===== src/rtl/timer_counter_pkg.sv =====
// Shared definitions for the bridge-mapped countdown timer.
// Holds the FSM state encoding, the register offsets and the CTRL field layout.
package timer_defs;

  typedef enum logic [1:0] {
    ST_IDLE = 2'd0,
    ST_LOAD = 2'd1,
    ST_CNT  = 2'd2,
    ST_INT  = 2'd3
  } state_e;

  localparam logic [1:0] OFF_CTRL   = 2'd0;
  localparam logic [1:0] OFF_PRESET = 2'd1;
  localparam logic [1:0] OFF_COUNT  = 2'd2;
  localparam logic [1:0] OFF_RSVD   = 2'd3;

  localparam int CTRL_EN      = 0;
  localparam int CTRL_MODE_LO = 1;
  localparam int CTRL_MODE_HI = 2;
  localparam int CTRL_IM      = 3;

  localparam logic [1:0] MODE_ONESHOT = 2'd0;
  localparam logic [1:0] MODE_RELOAD  = 2'd1;

  // Only code 1 reloads; codes 2 and 3 fall back to one-shot behaviour.
  function automatic logic is_reload(input logic [1:0] mode);
    return (mode == MODE_RELOAD);
  endfunction

  function automatic logic [31:0] ctrl_word(input logic en, input logic [1:0] mode, input logic im);
    logic [31:0] w;
    w = 32'd0;
    w[CTRL_EN] = en;
    w[CTRL_MODE_HI:CTRL_MODE_LO] = mode;
    w[CTRL_IM] = im;
    return w;
  endfunction

endpackage


===== src/rtl/timer_counter_if.sv =====
// Bridge-side bus of the timer: word offset, write strobe/data, read data and interrupt.
interface timer_counter_if;

  logic [3:2]  Addr;
  logic        WE;
  logic [31:0] WData;
  logic [31:0] RData;
  logic        IRQ;

  modport master (
    output Addr,
    output WE,
    output WData,
    input  RData,
    input  IRQ
  );

  modport slave (
    input  Addr,
    input  WE,
    input  WData,
    output RData,
    output IRQ
  );

endinterface


===== src/rtl/timer_counter.sv =====
// Memory-mapped countdown timer with one-shot (level IRQ) and auto-reload
// (single-cycle IRQ pulse) modes; IRQ feeds the CPU's HWInt[2].
module timer_counter
  import timer_defs::*;
#(
  parameter logic [31:0] PRESET_RST = 32'h0000_0000
) (
  input  logic          clk,
  input  logic          reset,
  timer_counter_if.slave bus
);

  state_e      state_r;
  state_e      next_state_s;
  logic        en_r;
  logic [1:0]  mode_r;
  logic        im_r;
  logic [31:0] preset_r;
  logic [31:0] count_r;
  logic        irq_flag_r;

  logic        wr_ctrl_s;
  logic        wr_preset_s;
  logic        count_le1_s;
  logic        load_s;
  logic        dec_s;
  logic        hit_s;
  logic        clr_en_s;
  logic        drop_flag_s;
  logic [31:0] rdata_s;

  assign wr_ctrl_s   = bus.WE && (bus.Addr == OFF_CTRL);
  assign wr_preset_s = bus.WE && (bus.Addr == OFF_PRESET);
  assign count_le1_s = (count_r <= 32'd1);

  // FSM state register
  always_ff @(posedge clk or posedge reset) begin
    if (reset) begin
      state_r <= ST_IDLE;
    end else begin
      state_r <= next_state_s;
    end
  end

  // FSM next-state decision; a zero PRESET skips CNT so INT lands on the load edge + 1
  always_comb begin
    next_state_s = state_r;
    case (state_r)
      ST_IDLE: begin
        if (en_r) next_state_s = ST_LOAD;
        else      next_state_s = ST_IDLE;
      end
      ST_LOAD: begin
        if (preset_r == 32'd0) next_state_s = ST_INT;
        else                   next_state_s = ST_CNT;
      end
      ST_CNT: begin
        if (!en_r)            next_state_s = ST_IDLE;
        else if (count_le1_s) next_state_s = ST_INT;
        else                  next_state_s = ST_CNT;
      end
      ST_INT:  next_state_s = ST_IDLE;
      default: next_state_s = ST_IDLE;
    endcase
  end

  // FSM outputs: per-state datapath controls
  always_comb begin
    load_s      = 1'b0;
    dec_s       = 1'b0;
    hit_s       = 1'b0;
    clr_en_s    = 1'b0;
    drop_flag_s = 1'b0;
    case (state_r)
      ST_IDLE: begin
      end
      ST_LOAD: begin
        load_s = 1'b1;
        hit_s  = (preset_r == 32'd0);
      end
      ST_CNT: begin
        if (en_r) begin
          dec_s = !count_le1_s;
          hit_s = count_le1_s;
        end else begin
          dec_s = 1'b0;
          hit_s = 1'b0;
        end
      end
      ST_INT: begin
        clr_en_s    = !is_reload(mode_r);
        drop_flag_s = is_reload(mode_r);
      end
      default: begin
      end
    endcase
  end

  // CTRL register; a bus write beats the one-shot En clear in the same cycle
  always_ff @(posedge clk or posedge reset) begin
    if (reset) begin
      en_r   <= 1'b0;
      mode_r <= MODE_ONESHOT;
      im_r   <= 1'b0;
    end else if (wr_ctrl_s) begin
      en_r   <= bus.WData[CTRL_EN];
      mode_r <= bus.WData[CTRL_MODE_HI:CTRL_MODE_LO];
      im_r   <= bus.WData[CTRL_IM];
    end else if (clr_en_s) begin
      en_r   <= 1'b0;
    end
  end

  // PRESET register; only sampled into COUNT in LOAD
  always_ff @(posedge clk or posedge reset) begin
    if (reset) begin
      preset_r <= PRESET_RST;
    end else if (wr_preset_s) begin
      preset_r <= bus.WData;
    end
  end

  // COUNT register: load, saturate to zero on expiry, otherwise decrement
  always_ff @(posedge clk or posedge reset) begin
    if (reset) begin
      count_r <= 32'd0;
    end else if (load_s) begin
      count_r <= preset_r;
    end else if (hit_s) begin
      count_r <= 32'd0;
    end else if (dec_s) begin
      count_r <= count_r - 32'd1;
    end
  end

  // Interrupt flag: expiry sets it and takes priority over any clearing source
  always_ff @(posedge clk or posedge reset) begin
    if (reset) begin
      irq_flag_r <= 1'b0;
    end else if (hit_s) begin
      irq_flag_r <= 1'b1;
    end else if (wr_ctrl_s || wr_preset_s || drop_flag_s) begin
      irq_flag_r <= 1'b0;
    end
  end

  // Combinational read-back of the addressed register
  always_comb begin
    rdata_s = 32'd0;
    case (bus.Addr)
      OFF_CTRL:   rdata_s = ctrl_word(en_r, mode_r, im_r);
      OFF_PRESET: rdata_s = preset_r;
      OFF_COUNT:  rdata_s = count_r;
      OFF_RSVD:   rdata_s = 32'd0;
      default:    rdata_s = 32'd0;
    endcase
  end

  assign bus.RData = rdata_s;
  assign bus.IRQ   = im_r & irq_flag_r;

endmodule


===== src/flat_wrapper.sv =====
// flat-port wrapper written by rule: the top's interface ports become plain ports
module timer_counter_flat import timer_defs::*;
#(
  parameter logic [31:0] PRESET_RST = 32'h0000_0000
)
  (clk, reset, bus_Addr, bus_WE, bus_WData, bus_RData, bus_IRQ);
  timer_counter_if bus_i ();
  input  logic clk;
  input  logic reset;
  input wire logic [$bits(bus_i.Addr)-1:0] bus_Addr;
  input wire logic [$bits(bus_i.WE)-1:0] bus_WE;
  input wire logic [$bits(bus_i.WData)-1:0] bus_WData;
  output wire logic [$bits(bus_i.RData)-1:0] bus_RData;
  output wire logic [$bits(bus_i.IRQ)-1:0] bus_IRQ;
  assign bus_i.Addr = bus_Addr;
  assign bus_i.WE = bus_WE;
  assign bus_i.WData = bus_WData;
  assign bus_RData = bus_i.RData;
  assign bus_IRQ = bus_i.IRQ;
  timer_counter #(.PRESET_RST(PRESET_RST)) u_core (.clk(clk), .reset(reset), .bus(bus_i));
endmodule

===== config.mk =====
export PLATFORM = sky130hd
export DESIGN_NAME = timer_counter_flat
export DESIGN_NICKNAME = d
export VERILOG_FILES = /design/src/rtl/timer_counter_pkg.sv /design/src/rtl/timer_counter_if.sv /design/src/rtl/timer_counter.sv /design/src/flat_wrapper.sv
export SDC_FILE = /design/constraint.sdc
export NUM_CORES = 1
export LEC_CHECK = 0
export ABC_AREA = 1
export CAP_MARGIN = 20
export CORE_MARGIN = 5
export CORE_UTILIZATION = 40
export CTS_CLUSTER_DIAMETER = 30
export DETAILED_ROUTE_END_ITERATION = 10
export HOLD_SLACK_MARGIN = 0.15
export SETUP_SLACK_MARGIN = 0.02
export SLEW_MARGIN = 20
export SYNTH_ARGS = -nofsm -noshare
export SYNTH_HDL_FRONTEND = slang
export SYNTH_SLANG_ARGS = --single-unit

===== constraint.sdc =====
create_clock -name clk -period 2.9 [get_ports clk]
set_clock_uncertainty 0.15 [all_clocks]
set_input_delay 0.58 -clock clk [delete_from_list [all_inputs] [get_ports clk]]
set_output_delay 0.58 -clock clk [all_outputs]
set_load 0.02 [all_outputs]

==> results of run 1 <==
[cell families (layout without fill, tap and decap cells)]
kind of cell	after synthesis	after routing	share of synthesized area [%]
compound gates	67	67	7.66
flops	71	71	36.6
buf+inv	93	164	8.69
fa+ha+maj	6	6	1.55
simple gates	524	524	43.5
mux	1	1	0.206
xor+xnor	10	10	1.80
[final cells by class]
| cell class | instances | area [um2] | area share [%] |
|---|---|---|---|
| tap | 147 | 184 | 3.06 |
| inverter | 63 | 236 | 3.94 |
| clock buffer | 12 | 246 | 4.11 |
| timing repair buffer | 86 | 828 | 13.8 |
| sequential | 71 | 1780 | 29.6 |
| clock inverter | 3 | 67.6 | 1.13 |
| multi-input combinational | 608 | 2670 | 44.4 |
[worst max-delay path by stage]
stage                                    endpoint  cells after the start        start
detailed placement                  bus_RData[18]                      7  bus_Addr[1]
global placement                     bus_RData[2]                      7  bus_Addr[1]
floorplan           u_core.count_r[0]$_DFFE_PP0P_                      1        reset
finish                              bus_RData[31]                      8  bus_Addr[1]
global route                        bus_RData[31]                      8  bus_Addr[1]
CTS                                  bus_RData[2]                      8  bus_Addr[1]
[power breakdown]
group / internal, W / switching, W / total [W] / leakage (nW)
Clock: 0.000772 / 0.000426 / 0.00120 / 0.149
Combinational: 0.000948 / 0.00185 / 0.00280 / 2.11
Sequential: 0.00128 / 0.000379 / 0.00165 / 0.907
Total: 0.00300 / 0.00265 / 0.00565 / 3.16
[per-stage QoR]
stage | std cells | utilization (%) | worst slack (ps)
floorplan | 772 | - | 373
global placement | 975 | 47.9 | -105
detailed placement | 975 | 47.9 | -120
CTS | 990 | 50.2 | 136
global route | 990 | 50.2 | 36.7
finish | 990 | 50.2 | 152
[per-layer routing]
layer / global-route usage (%) / up-vias
li1: - / 2520
met2: 34.7 / 143
met4: 7.80 / 0
met5: 0 / -
met1: 30.0 / 2302
met3: 4.38 / 24
[worst min-delay path, stage by stage, from the launching register on]
cell     delay (ps)
dfrtp_1         360
nand2_1          60
o21ai_0          60
[cell usage after synthesis, drive strengths merged]
master and count:
a21oi 7, buf 14, clkbuf 16, clkinv 1, dfrtp 71, ha 6
inv 62, mux2i 1, nand2 356, nand3 46, nand4 7, nor2 113
nor3 1, o211ai 4, o21ai 44, o22ai 12, or2 1, xor2 10
[registers in the layout (all words and copies together), names as in the netlist]
register           count
u_core.irq_flag_r      1
u_core.en_r            1
u_core.mode_r          2
u_core.count_r        32
u_core.im_r            1
u_core.preset_r       32
u_core.state_r         2
[timing repair]
action / CTS / global route
setup endpoints to repair: 32 / 0
gates resized for setup: 32 / 0
setup buffers: 0 / 0
==> run_results.csv, run 1 <==
group,metric,value,unit
status,outcome,"completed",
setup_path,cp_max_fo,5,
detailed_routing,dr.first_iter.drc_count,437,
logic_synthesis,yosys-top-cells-area,"dfrtp_1 (37%), nand2_1 (27%), nor2_1 (8.1%), inv_1 (4.8%), nand3_1 (4.6%)",
layout,final_common_cell,"nand2_1",
detailed_routing,wl,15.1,mm
floorplanning,ios,70,
pwr,power_density,941,nW/um2
layout,nFillCells,1266,
place,post_dp_cell_area,5730,um2
cts,numCtsBuffers,9,
layout,nets,882,
timing,min_period,2750,ps
detailed_routing,drtPass1Iterations,5,
layout,final_area,6000,um2
grt,antenna_found_initial,0,
logic_synthesis,synth_seq_cells,71,
layout,antennaDiodeCount,0,
setup_path,cp_common_cell,"nand2_1",
place,dpl.hpwl,11.2,mm
setup_path,end_kind,"primary output",
logic_synthesis,syn_inst,772,
timing,hold_viol_final,0,
pwr,ir_drop,0.403,mV
setup_path,reg2reg_depth,14,
floorplanning,coreArea,12000,um2
logic_synthesis,synth_nets,815,
logic_synthesis,yosysSeqAreaShare,36.6,%
cts,clk_latency,350,ps
worst_hold_path,min_path_type,"flop to flop",
worst_hold_path,hold-path-endpoint,"u_core.im_r$_DFFE_PP0P_",
timing,max_freq,0.364,GHz
floorplanning,rows,40,
cts,cts_tree,"built",
layout,most-common-layout-cells,"nand2_1 (348), nor2_1 (104), dfrtp_1 (71)",
cts,clkTransAtPathRegs,60,ps
logic_synthesis,yosysTopAreaCell,"dfrtp_1",
cts,cts_buffer_depth,2,
logic_synthesis,synth_area,4850,um2
setup_path,worstSetupPathType,"input port to primary output",
detailed_routing,dr_wl_met3,750,um
worst_hold_path,min-delay-start,"u_core.im_r$_DFFE_PP0P_",
cts,cts_root_buffer,"clkbuf_16",
logic_synthesis,yosys_warnings,0,
setup_path,crit_family,"buffers and inverters",
worst_hold_path,hold_depth,2,
floorplanning,start_util,40.6,%
grt,grt_max_degree,66,
timing,setup_violations,0,
floorplanning,die_h,120,um
setup_path,crit_buf_inv,5,
detailed_routing,drc_errors,0,
cts,htreeDepth,3,
pwr,p_leak,3.16,nW
detailed_routing,drt-vias-per-instance,5.04,
logic_synthesis,synth.distinct_cells,27,
timing,worst_slew_pin_slew,714,ps
place,numPortBuffers,69,
setup_path,timing.rr.end,"u_core.count_r[15]$_DFFE_PP0P_",
setup_path,cp_cell_sequence,"clkdlybuf4s50_1, inv_1, nand2_1, clkinv_1, buf_12, nand2_1, o21ai_0, dlygate4sd2_1",
detailed_routing,wl_met2,6.90,mm
timing,tns,0,ps
setup_path,r2r-start,"u_core.count_r[0]$_DFFE_PP0P_",
layout,synthToLayoutAreaGrowth,23.7,%
detailed_routing,drt-met1-wl,7.09,mm
detailed_routing,wl_per_cell,15.3,um
setup_path,worstPathRequired,2170,ps
timing,whs,363,ps
logic_synthesis,synth.top_cell.area_share,36.6,%
setup_path,start_kind,"input port",
detailed_routing,vias,4989,
setup_path,cp_data_arrival_time,2020,ps
timing,post-route-period-util,94.8,%
timing,max-slew-margin-rel,52.4,%
pwr,p_total,0.00565,W
timing,rsz0062_at_grt,"no",
detailed_routing,route.antenna.remaining_nets,0,
floorplanning,dieArea,14400,um2
flow_run,maxCapViolations,0,
detailed_routing,dr.max_layer_used,"met4",
layout,layout-drive-gt1-share,6.17,%
timing,report.final.slew_viol_count,0,
place,gp_congestion,0.912,
setup_path,cp_slowest_stage_delay,470,ps
cts,clock_sink_count,71,
logic_synthesis,avgSynthCellArea,6.29,um2
setup_path,reg2reg_slack,410,ps
floorplanning,fp.dieW,120,um
setup_path,cp_slowest_cell,"clkdlybuf4s50_1",
grt,grt_pass1_wl,25.1,mm
cts,postCtsHoldBufs,0,
grt,track_usage,22.0,%
grt,overflow,0,
grt,grt_pass1_vias,4898,
No activity file was read; power rests on OpenSTA's default activity.
==> run 2: changes to the inputs <==
==> constraint.sdc (replaced) <==
create_clock -name clk -period 3.5 [get_ports clk]
set_clock_uncertainty 0.15 [all_clocks]
set_input_delay 0.7 -clock clk [delete_from_list [all_inputs] [get_ports clk]]
set_output_delay 0.7 -clock clk [all_outputs]
set_load 0.02 [all_outputs]
==> run 2 against run 1 <==
- core utilization about the same
- routed wire length down 0.30%
- count of clock-buffer cells in the layout down 1
- highest routed layer unchanged
- non-clock buffer count is 5 lower
- clock power decreased by 14%
==> run_results.csv, run 2 (synthesis results as in run 1) <==
group,metric,value,unit
status,outcome,"completed",
grt,grt_pass1_vias,4797,
floorplanning,ios,70,
timing,setup_violations,0,
setup_path,crit_family,"buffers and inverters",
cts,clk_latency,350,ps
floorplanning,start_util,40.6,%
detailed_routing,dr.first_iter.drc_count,376,
setup_path,cp_data_arrival_time,2470,ps
grt,overflow,0,
place,dpl.hpwl,11.0,mm
grt,track_usage,21.9,%
timing,max-slew-margin-rel,50.0,%
setup_path,cp_max_fo,19,
worst_hold_path,min_path_type,"flop to flop",
setup_path,cp_slowest_stage_delay,630,ps
floorplanning,coreArea,12000,um2
timing,report.final.slew_viol_count,0,
cts,clkTransAtPathRegs,60,ps
flow_run,maxCapViolations,0,
setup_path,cp_cell_sequence,"clkdlybuf4s50_1, inv_1, nor2_1, inv_1, buf_4, o21ai_0, clkdlybuf4s50_1",
cts,cts_buffer_depth,2,
setup_path,cp_slowest_cell,"clkdlybuf4s50_1",
cts,clock_sink_count,71,
floorplanning,rows,40,
pwr,power_frac_seq,28.9,%
pwr,p_int,0.00252,W
pwr,ir_drop,0.321,mV
grt,grt_max_degree,66,
pwr,clkPwrFrac,21.8,%
timing,rsz0062_at_grt,"no",
pwr,p_comb_share,49.3,%
layout,final_common_cell,"nand2_1",
grt,antenna_found_initial,0,
place,numPortBuffers,69,
cts,numCtsBuffers,9,
layout,most-common-layout-cells,"nand2_1 (348), nor2_1 (104), dfrtp_1 (71)",
timing,layout_setup_ws,181,ps
detailed_routing,route.antenna.remaining_nets,0,
floorplanning,fp.dieW,120,um
detailed_routing,wl_per_cell,15.3,um
setup_path,crit_buf_inv,5,
layout,layout-drive-gt1-share,5.96,%
grt,grt_pass1_wl,24.9,mm
detailed_routing,drt-vias-per-instance,5.06,
floorplanning,dieArea,14400,um2
layout,synthToLayoutAreaGrowth,23.7,%
pwr,p_switching,0.00221,W
detailed_routing,vias,4990,
place,dpl_worst_slack,149,ps
timing,max_freq,0.301,GHz
detailed_routing,wl,15.1,mm
pwr,power_density,789,nW/um2
timing,hold_viol_final,0,
pwr,switching_share,46.8,%
layout,reg_top3,"u_core.count_r (32), u_core.preset_r (32)",
cts,postCtsSetupBuffers,0,
place,gp_congestion,0.918,
setup_path,worstSetupPathType,"input port to primary output",
pwr,p_leak,3.13,nW
setup_path,end_kind,"primary output",
timing,min_period,3320,ps
detailed_routing,drtPass1Iterations,6,
layout,antennaDiodeCount,0,
layout,nFillCells,1270,
timing,post-route-period-util,94.8,%
setup_path,worstPathRequired,2650,ps
floorplanning,die_h,120,um
cts,cts_tree,"built",
layout,nets,877,
cts,htreeDepth,3,
detailed_routing,drc_errors,0,
setup_path,start_kind,"input port",
cts,cts_root_buffer,"clkbuf_16",
timing,tns,0,ps
timing,worst_slew_pin_slew,750,ps
[run 2: cell types whose count changed in the layout (fill, tap and decap cells not counted), sizes merged]
cell	previous run	this run
dlygate4sd2	32	0
clkdlybuf4s50	37	62
dlymetal6s2s	0	7
buf	17	12
clkbuf	12	11
clkinv	1	2
clkinvlp	1	2
[run 2: power groups by stage]
stage          combinational [W]  clock (W)  sequential (W)
6_report                 0.00233    0.00103         0.00137
3_5_place_dp             0.00233          0         0.00137
4_1_cts                  0.00235    0.00105         0.00136
3_3_place_gp             0.00231          0         0.00137
2_1_floorplan            0.00180          0         0.00127
5_1_grt                  0.00267    0.00109         0.00141
[run 2: cell type report]
cell class                 instances  area [um2]  share of cell area (%)
tap                              147         184                    3.06
timing repair buffer              81         811                    13.5
clock inverter                     5        80.1                    1.33
clock buffer                      11         253                    4.21
inverter                          63         236                    3.94
multi-input combinational        608        2670                    44.4
sequential                        71        1780                    29.6
[run 2: repair_timing]
action | in CTS | in global routing
hold buffers | 0 | 0
setup endpoints to repair | 0 | 7
gates resized for setup | 0 | 7
hold endpoints to repair | 0 | 0
[run 2: worst min-delay path, cell delays in order (launching register included)]
cell	delay (ps)
dfrtp_1	360
nand2_1	60
o21ai_0	60
[run 2: worst paths after layout]
path / slack, ps / end / cells past startpoint / startpoint
hold / removal: 370 / u_core.im_r$_DFFE_PP0P_ / 2 / u_core.im_r$_DFFE_PP0P_
max in group asynchronous: 1870 / u_core.preset_r[23]$_DFFE_PP0P_ / 3 / reset
setup / recovery: 180 / bus_RData[5] / 7 / bus_Addr[1]
setup reg to reg: 610 / u_core.count_r[18]$_DFFE_PP0P_ / 14 / u_core.count_r[0]$_DFFE_PP0P_
min in group asynchronous: 650 / u_core.im_r$_DFFE_PP0P_ / 2 / reset
hold reg to reg: 370 / u_core.im_r$_DFFE_PP0P_ / 2 / u_core.im_r$_DFFE_PP0P_
[run 2: metal layers]
metal / track usage [%] / part of all wire (%) / vias to the layer above
met1: 29.7 / 47 / 2321
met5: 0 / 0 / -
met2: 35.6 / 47 / 125
met3: 4.01 / 4.5 / 20
li1: - / - / 2524
met4: 6.73 / 1.6 / 0
[run 2: metrics by stage]
stage	power, W	utilization (%)	cells	hold slack (ps)	cell area, um2
6_report	0.00474	50.2	986	367	6010
4_1_cts	0.00476	50.1	986	368	5990
3_5_place_dp	0.00370	47.3	970	353	5660
5_1_grt	0.00518	50.2	986	411	6010
2_1_floorplan	0.00307	-	772	324	4850
3_3_place_gp	0.00368	47.3	970	344	5660
